===== src/rtl/md5_pad.sv =====
// MD5 padding stage: turns a stream of 512-bit message beats into padded 512-bit blocks,
// appending the 0x80 marker, zero fill and the 64-bit little-endian bit length.
module md5_pad (
  input  logic         clk,
  input  logic         rst,
  input  logic         cfg_valid,
  input  logic [63:0]  cfg_len,
  output logic         cfg_ready,
  input  logic         in_valid,
  input  logic [511:0] in_data,
  output logic         in_ready,
  output logic         out_valid,
  output logic [511:0] out_data,
  output logic         out_last,
  input  logic         out_ready,
  output logic [63:0]  blocks_out
);

  typedef enum logic [2:0] {
    StIdle,
    StData,
    StTailFull,
    StTailZero,
    StLen0,
    StDone
  } state_e;

  state_e         state_q, state_d;
  logic [63:0]    lb_q, lb_d;       // message length in bits, mod 2^64
  logic [5:0]     r_q, r_d;         // bytes used in the final beat (0 = full beat)
  logic [57:0]    rem_q, rem_d;
  logic [63:0]    blocks_q, blocks_d;
  logic           out_valid_q, out_valid_d;
  logic           out_last_q, out_last_d;
  logic [511:0]   out_data_q, out_data_d;

  logic           ld;
  logic           hs;
  logic [57:0]    beats;

  // Keeps bytes below r, writes 0x80 at byte r, zeroes the rest; optionally
  // places the bit length in bytes 56..63.
  function automatic logic [511:0] pad_beat(input logic [511:0] d, input logic [5:0] r,
                                            input logic add_len, input logic [63:0] lb);
    logic [511:0] o;
    o = '0;
    for (int i = 0; i < 64; i++) begin
      if (i < int'(r)) begin
        o[8*i +: 8] = d[8*i +: 8];
      end else if (i == int'(r)) begin
        o[8*i +: 8] = 8'h80;
      end
    end
    if (add_len) begin
      o[511:448] = lb;
    end
    return o;
  endfunction

  assign ld    = !out_valid_q || out_ready;
  assign hs    = out_valid_q && out_ready;
  assign beats = cfg_len[63:6] + {57'd0, |cfg_len[5:0]};

  always_comb begin
    state_d     = state_q;
    lb_d        = lb_q;
    r_d         = r_q;
    rem_d       = rem_q;
    blocks_d    = hs ? blocks_q + 64'd1 : blocks_q;
    out_valid_d = out_valid_q && !out_ready;
    out_last_d  = out_last_q;
    out_data_d  = out_data_q;
    cfg_ready   = (state_q == StIdle);
    in_ready    = (state_q == StData) && ld;

    case (state_q)
      StIdle: begin
        if (cfg_valid) begin
          lb_d     = {cfg_len[60:0], 3'b000};
          r_d      = cfg_len[5:0];
          rem_d    = beats;
          blocks_d = '0;
          state_d  = (cfg_len != 64'd0) ? StData : StLen0;
        end
      end
      StData: begin
        if (in_valid && ld) begin
          out_valid_d = 1'b1;
          if (rem_q != 58'd1 || r_q == 6'd0) begin
            out_data_d = in_data;
            out_last_d = 1'b0;
            rem_d      = rem_q - 58'd1;
            if (rem_q == 58'd1) begin
              state_d = StTailFull;
            end
          end else if (r_q < 6'd56) begin
            out_data_d = pad_beat(in_data, r_q, 1'b1, lb_q);
            out_last_d = 1'b1;
            state_d    = StDone;
          end else begin
            // No room for the length: it goes into an extra all-zero block.
            out_data_d = pad_beat(in_data, r_q, 1'b0, lb_q);
            out_last_d = 1'b0;
            state_d    = StTailZero;
          end
        end
      end
      StTailFull: begin
        if (ld) begin
          out_valid_d = 1'b1;
          out_data_d  = pad_beat('0, 6'd0, 1'b1, lb_q);
          out_last_d  = 1'b1;
          state_d     = StDone;
        end
      end
      StTailZero: begin
        if (ld) begin
          out_valid_d = 1'b1;
          out_data_d  = {lb_q, 448'd0};
          out_last_d  = 1'b1;
          state_d     = StDone;
        end
      end
      StLen0: begin
        if (ld) begin
          out_valid_d = 1'b1;
          out_data_d  = pad_beat('0, 6'd0, 1'b0, lb_q);
          out_last_d  = 1'b1;
          state_d     = StDone;
        end
      end
      StDone: begin
        if (hs && out_last_q) begin
          state_d = StIdle;
        end
      end
      default: state_d = StIdle;
    endcase
  end

  always_ff @(posedge clk) begin
    if (rst) begin
      state_q     <= StIdle;
      lb_q        <= '0;
      r_q         <= '0;
      rem_q       <= '0;
      blocks_q    <= '0;
      out_valid_q <= 1'b0;
      out_last_q  <= 1'b0;
      out_data_q  <= '0;
    end else begin
      state_q     <= state_d;
      lb_q        <= lb_d;
      r_q         <= r_d;
      rem_q       <= rem_d;
      blocks_q    <= blocks_d;
      out_valid_q <= out_valid_d;
      out_last_q  <= out_last_d;
      out_data_q  <= out_data_d;
    end
  end

  assign out_valid  = out_valid_q;
  assign out_last   = out_last_q;
  assign out_data   = out_data_q;
  assign blocks_out = blocks_q;

endmodule


===== config.mk =====
export PLATFORM = sky130hd
export DESIGN_NAME = md5_pad
export DESIGN_NICKNAME = d
export VERILOG_FILES = /design/src/rtl/md5_pad.sv
export SDC_FILE = /design/constraint.sdc
export NUM_CORES = 2
export LEC_CHECK = 0
export CELL_PAD_IN_SITES_DETAIL_PLACEMENT = 1
export CELL_PAD_IN_SITES_GLOBAL_PLACEMENT = 1
export CORE_AREA = 2 2 446 448
export CTS_CLUSTER_DIAMETER = 40
export DETAILED_ROUTE_END_ITERATION = 16
export DIE_AREA = 0 0 448 450
export PLACE_DENSITY_LB_ADDON = 0.1
export SYNTH_ARGS = -nofsm -noshare
export SYNTH_HDL_FRONTEND = slang
export SYNTH_SLANG_ARGS = --single-unit

===== constraint.sdc =====
create_clock -name clk -period 9.61 [get_ports clk]
set_input_delay 0.961 -clock clk [delete_from_list [all_inputs] [get_ports clk]]
set_output_delay 0.961 -clock clk [all_outputs]
set_load 0.02 [all_outputs]

### Word level (Yosys, flattened, before mapping)

Index checks and enable logic that the tools add are counted.
W data, S select, Z words.

| word-level totals | value |
|---|---|
| input port bits | 581 |
| output and inout port bits | 580 |
| bits in registers | 706 |

| cells by class | value |
|---|---|
| $lt $le $gt $ge | 64 |
| multiplexer cells | 158 |
| add/sub/neg operators | 3 |
| reduce and logical (&&, ||, !) cells | 23 |
| eq/ne operators | 79 |

Operators by type and width:

| cell | count |
|---|---|
| $mux W512 | 6 |
| $pmux W512 S4 | 1 |
| $mux W8 | 127 |
| $eq A6 B6 Y1 const A | 32 |
| $mux W64 | 3 |
| $lt A6 B6 Y1 const A | 31 |
| $mux W58 | 3 |
| $pmux W58 S2 | 1 |
| $eq A5 B6 Y1 const A | 16 |
| $lt A5 B6 Y1 const A | 16 |
| $add A64 B1 Y64 const B | 1 |
| $reduce_bool A64 Y1 | 1 |
| $add A58 B1 Y58 | 1 |
| $eq A58 B1 Y1 const B | 1 |
| $ne A58 B1 Y1 const B | 1 |
| $sub A58 B1 Y58 const B | 1 |
| $eq A4 B6 Y1 const A | 8 |
| $lt A4 B6 Y1 const A | 8 |
| $eq A3 B6 Y1 const A | 4 |
| $lt A3 B6 Y1 const A | 4 |
| $mux W3 | 8 |
| $eq A2 B6 Y1 const A | 2 |
| $logic_not A6 Y1 | 2 |
| $lt A1 B6 Y1 const A | 2 |
| 24 further kinds | 47 |

### Depth between registers and ports, before layout

| depth | value |
|---|---|
| word-level depth | 7 |
| depth in mapped cells | 12 |
| gate-level depth less buffers | 11 |

### Worst setup path before layout

OpenSTA, ideal clock, no wires.

| path | value |
|---|---|
| path type | input -> register |
| start | input cfg_len[19] |
| end | register rem_q[49] |
| data required time | 9.493 ns |
| setup slack | 6.348 ns |
| stages on the path | 8 |
| arrival | 3.144 ns |
| buffers on the path | 1 |
| path through | clkbuf_1 > nand4_1 > or3_1 > nor4_1 > nand2_1 > or4_1 > xnor2_1 > a32o_1 |

| on the way | value |
|---|---|
| longest elaborated chain between the ends | 3 |

Ends and longest elaborated chain:

| element | line | text |
|---|---|---|
| start, declared | 7 | `input logic [63:0] cfg_len,` |
| $add A58 B1 Y58 | 62 | `assign beats = cfg_len[63:6] + {57'd0, \|cfg_len[5:0]};` |
| $mux W58 | 78 | `if (cfg_valid) begin` |
| $pmux W58 S2 | 76 | `case (state_q)` |
| end signal, assigned | 155 | `rem_q <= rem_d;` |
| end, declared | 31 | `logic [57:0] rem_q, rem_d;` |

Every way passes these cells. The select of a mux whose other input is x is not followed.
A chain may end at the register's enable or synchronous reset.

### Final worst setup path

| path | value |
|---|---|
| start | register rem_q[9] |
| end | register rem_q[53] |

| on the way | value |
|---|---|
| longest elaborated chain between the ends | 4 |
| elaborated cells between the ends (all ways) | 8 |
| classes of those cells | add/sub (1); eq/ne (2); mux (3); reduce/logical (2) |

Ends and longest elaborated chain:

| element | line | text |
|---|---|---|
| $sub A58 B1 Y58 / $ne A58 B1 Y1 (equally long branches) | 92, 89 |  |
| $mux W58 / $logic_or A1 B1 Y1 (equally long branches) | 89 | `if (rem_q != 58'd1 \|\| r_q == 6'd0) begin` |
| $mux W58 / $ne A2 B1 Y1 (equally long branches) | -- |  |
| $pmux W58 S2 / $reduce_and A4 Y1 (equally long branches) | -- |  |

Several ways; a longest one is shown, not always the timed one. The select of a mux whose other input is x is not followed.

==> impl_metrics.yaml <==
final_layout:
  fill_cells: 22600
  drive_above_1_share_pct: 9.40
  finalCoreUtilization_pct: 25.8
  area_growth_pct: 74.1
  finalNetCount: 5179
setup_path:
  crit_chain: "nor4_1 > nand2b_1 > or3_1 > nor3_2 > buf_4 > o21ai_4 > buf_4 > nand2_1 > o32ai_1"
  crit_start: "rem_q[9]$_SDFFE_PP0P_"
  path_buf_inv: 2
  cp_slowest_cell: "nor4_1"
  required_ns: 10.26
  crit_top_cell: "buf_4"
  cp_top_family: "simple AND/OR/NAND/NOR gates"
  cp_max_fo: 41
  r2r-start: "rem_q[9]$_SDFFE_PP0P_"
  critPathKind: "reg -> reg"
  cp.arrival_ns: 5.13
  cpPeakStageDelay_ns: 0.96
  critical_path.startpoint_type: "flip-flop"
  cp-end-kind: "flip-flop"
synthesis:
  synth_seq_cells: 700
  synthesis.nets: 4006
  synth_top_family_by_area: "compound AO/OA/AOI/OAI gates"
  ys_seq_area_share_pct: 48.1
  synth_cells: 3420
  yosysWarnings: 0
  netlist_area_um2: 29100
  synth_edf_count: 0
  synth-xor-area-share_pct: 3.22
  synthAdderAreaFrac_pct: 0.215
  postSynthAreaPerCell_um2: 8.51
  synth-main-ff-cell: "dfxtp_1"
  synth-simple-area-share_pct: 19.9
  synth_cell_type_count: 71
  synth_compound_area_share_pct: 24.4
  ys_async_sr_fraction_pct: 0
  synth.area.mux_share_pct: 0.310
power_and_ir_drop:
  vdd_drop_max_uv: 150
  power.density_nw_per_um2: 260
  leakage_nw: 18.3
  total_power_mw: 13.2
drt:
  route.detailed.wl_per_inst_um: 30.7
  post-route-drc-count: 0
  ant_nets: 0
  routed_wl_um: 227000
  dr.pass1.iters: 7
  vias: 32900
  first_iter_violations: 1707
  via_per_inst: 4.44
timing:
  hold_viol_final: 0
  worst_pin_slew_ns: 1.47
  rsz0062_at_grt: "no"
  hold-worst-slack_ns: 0.438
  fmax_mhz: 223
  setup_violations: 0
  fin_crit_ns: 4.48
  report.final.slew_viol_count: 0
  finClkSkew_ns: 0.0237
  slew-limit-headroom_pct: 0.866
  period_share_pct: 46.7
  setup_tns_ns: 0
  setup_slack_ns: 5.13
floorplan:
  fp.dieW_um: 448
  core_area_um2: 197000
  io_pins: 1161
  rows: 163
  start_util_pct: 14.8
  fp.dieH_um: 450
  fp.dieArea_um2: 202000
clock_tree:
  cts-root-buf: "clkbuf_16"
  clk_pin_slew_ns: 0.05
  insertion_delay_ns: 0.80
  clk_path_buf_depth: 3
  cts_resized: 0
  cts_tree: "yes"
  cts_made_buffers: 195
  ctsHoldBuffers: 0
  post_cts_buffers: 0
  cts_num_sinks: 700
  cts_max_level: 4
grt:
  grt_pass1_wl_um: 303000
  grt_use_met3_pct: 6.53
  grt_max_degree: 162
  top_usage_layer: "met2"
  grt_usage_pct: 21.7
  grt_pass1_vias: 34200
  grt_util_met2_pct: 38.7
  overflow: 0
  met1_usage_pct: 24.6
  antenna_found_initial: 73
run_status:
  violations: "max-capacitance violations"
  outcome: "finished, violations left"
place:
  dp_hpwl_um: 177000
  port-buffer-count: 1160
  gp_congestion: 0.816
  dpl_worst_slack_ns: 4.72
min_path:
  hp-class: "reg -> reg"
  hp-start: "out_data[215]$_SDFFE_PP0P_"
flow_run:
  drv_cap: 1
synthesized netlist by cell type (all sizes together), types with 26 or more instances:
master,n,area [um2]
nor4,59,390
a21oi,258,1290
nand3,91,455
nand2,350,1310
a22oi,333,2500
xnor2,51,447
nor2,453,1710
a22o,116,1020
buf,26,124
clkbuf,231,867
a31oi,34,213
o22ai,44,275
and3,71,444
nand4,50,313
dfxtp,700,14000
inv,31,116
nor3,62,310
xor2,56,490
o21ai,134,674
path summary, 6_finish.rpt:
path                                      to  slack [ns]  cells after the start
setup / recovery      rem_q[53]$_SDFFE_PP0P_        5.13                      9
hold / removal    out_data[215]$_SDFFE_PP0P_        0.44                      2
setup reg to reg      rem_q[53]$_SDFFE_PP0P_        5.13                      9
hold reg to reg   out_data[215]$_SDFFE_PP0P_        0.44                      2
metal layers:
| layer | routed length [um] | vias to the layer above |
|---|---|---|
| li1 | - | 15000 |
| met1 | 89900 | 16400 |
| met2 | 115000 | 1129 |
| met3 | 16000 | 356 |
| met4 | 6530 | 30 |
| met5 | 198 | - |
kinds of logic (layout without fill, tap and decap cells):
family	after synthesis	after routing
other	0	11
DFF	700	700
buffers and inverters	289	1624
xor gates and xnor gates	107	107
adders and majority gates	5	5
and+or+nand+nor	1257	1257
AOI/OAI and AO/OA	1053	1053
muxes	9	9
cells in the final DEF, fill, tap and decap left out, types with 28 or more instances in the layout:
master              n
clkdlybuf4s50_1  1159
dfxtp_1           697
nor2_1            446
nand2_1           346
a22oi_1           333
a21oi_1           255
clkbuf_16         197
o21ai_0           128
a22o_1            116
nand3_1            91
and3_1             71
buf_4              70
nor3_1             60
xor2_1             56
nor4_1             53
xnor2_1            51
nand4_1            50
clkbuf_8           45
o22ai_1            44
clkinv_2           35
clkbuf_1           35
a31oi_1            32
inv_1              31
bufinv_16          28
area by class of cell:
class	instances	area [um2]	share of cell area [%]
well taps	2640	3300	6.52
clock buffers	277	5680	11.2
flip-flops and latches	700	14000	27.7
diodes	11	27.5	0.0543
clock inverters	82	1230	2.42
repair buffers	1233	12200	24.1
multi-input cells	2431	14100	27.8
inverters	32	120	0.237
worst register-to-register path: stages, from the launching register on:
cell	delay, ns
dfxtp_1	0.34
nor4_1	0.96
nand2b_1	0.40
or3_1	0.63
nor3_2	0.31
buf_4	0.52
o21ai_4	0.09
buf_4	0.32
nand2_1	0.57
o32ai_1	0.20
per-stage QoR:
stage | cells | area (um2)
after floorplan | 3420 | 29100
after global placement | 7036 | 43700
after detailed placement | 7036 | 43700
after CTS | 7395 | 50700
after global routing | 7401 | 50700
final | 7406 | 50700
registers in the layout, indices dropped and copies added (netlist names):
| signal | flops |
|---|---|
| out_data | 512 |
| blocks_out | 64 |
| rem_q | 58 |
| lb_q | 56 |
| r_q | 5 |
| state_q | 3 |
| out_last | 1 |
| out_valid | 1 |
report_power, final:
part | internal [mW] | switching (mW) | leakage (nW) | total [mW]
Combinational | 1.01 | 1.81 | 9.16 | 2.81
Clock | 4.80 | 2.09 | 3.41 | 6.89
Sequential | 3.21 | 0.258 | 5.69 | 3.47
Total | 9.02 | 4.15 | 18.3 | 13.2
Power figures use the tool's default switching activity.
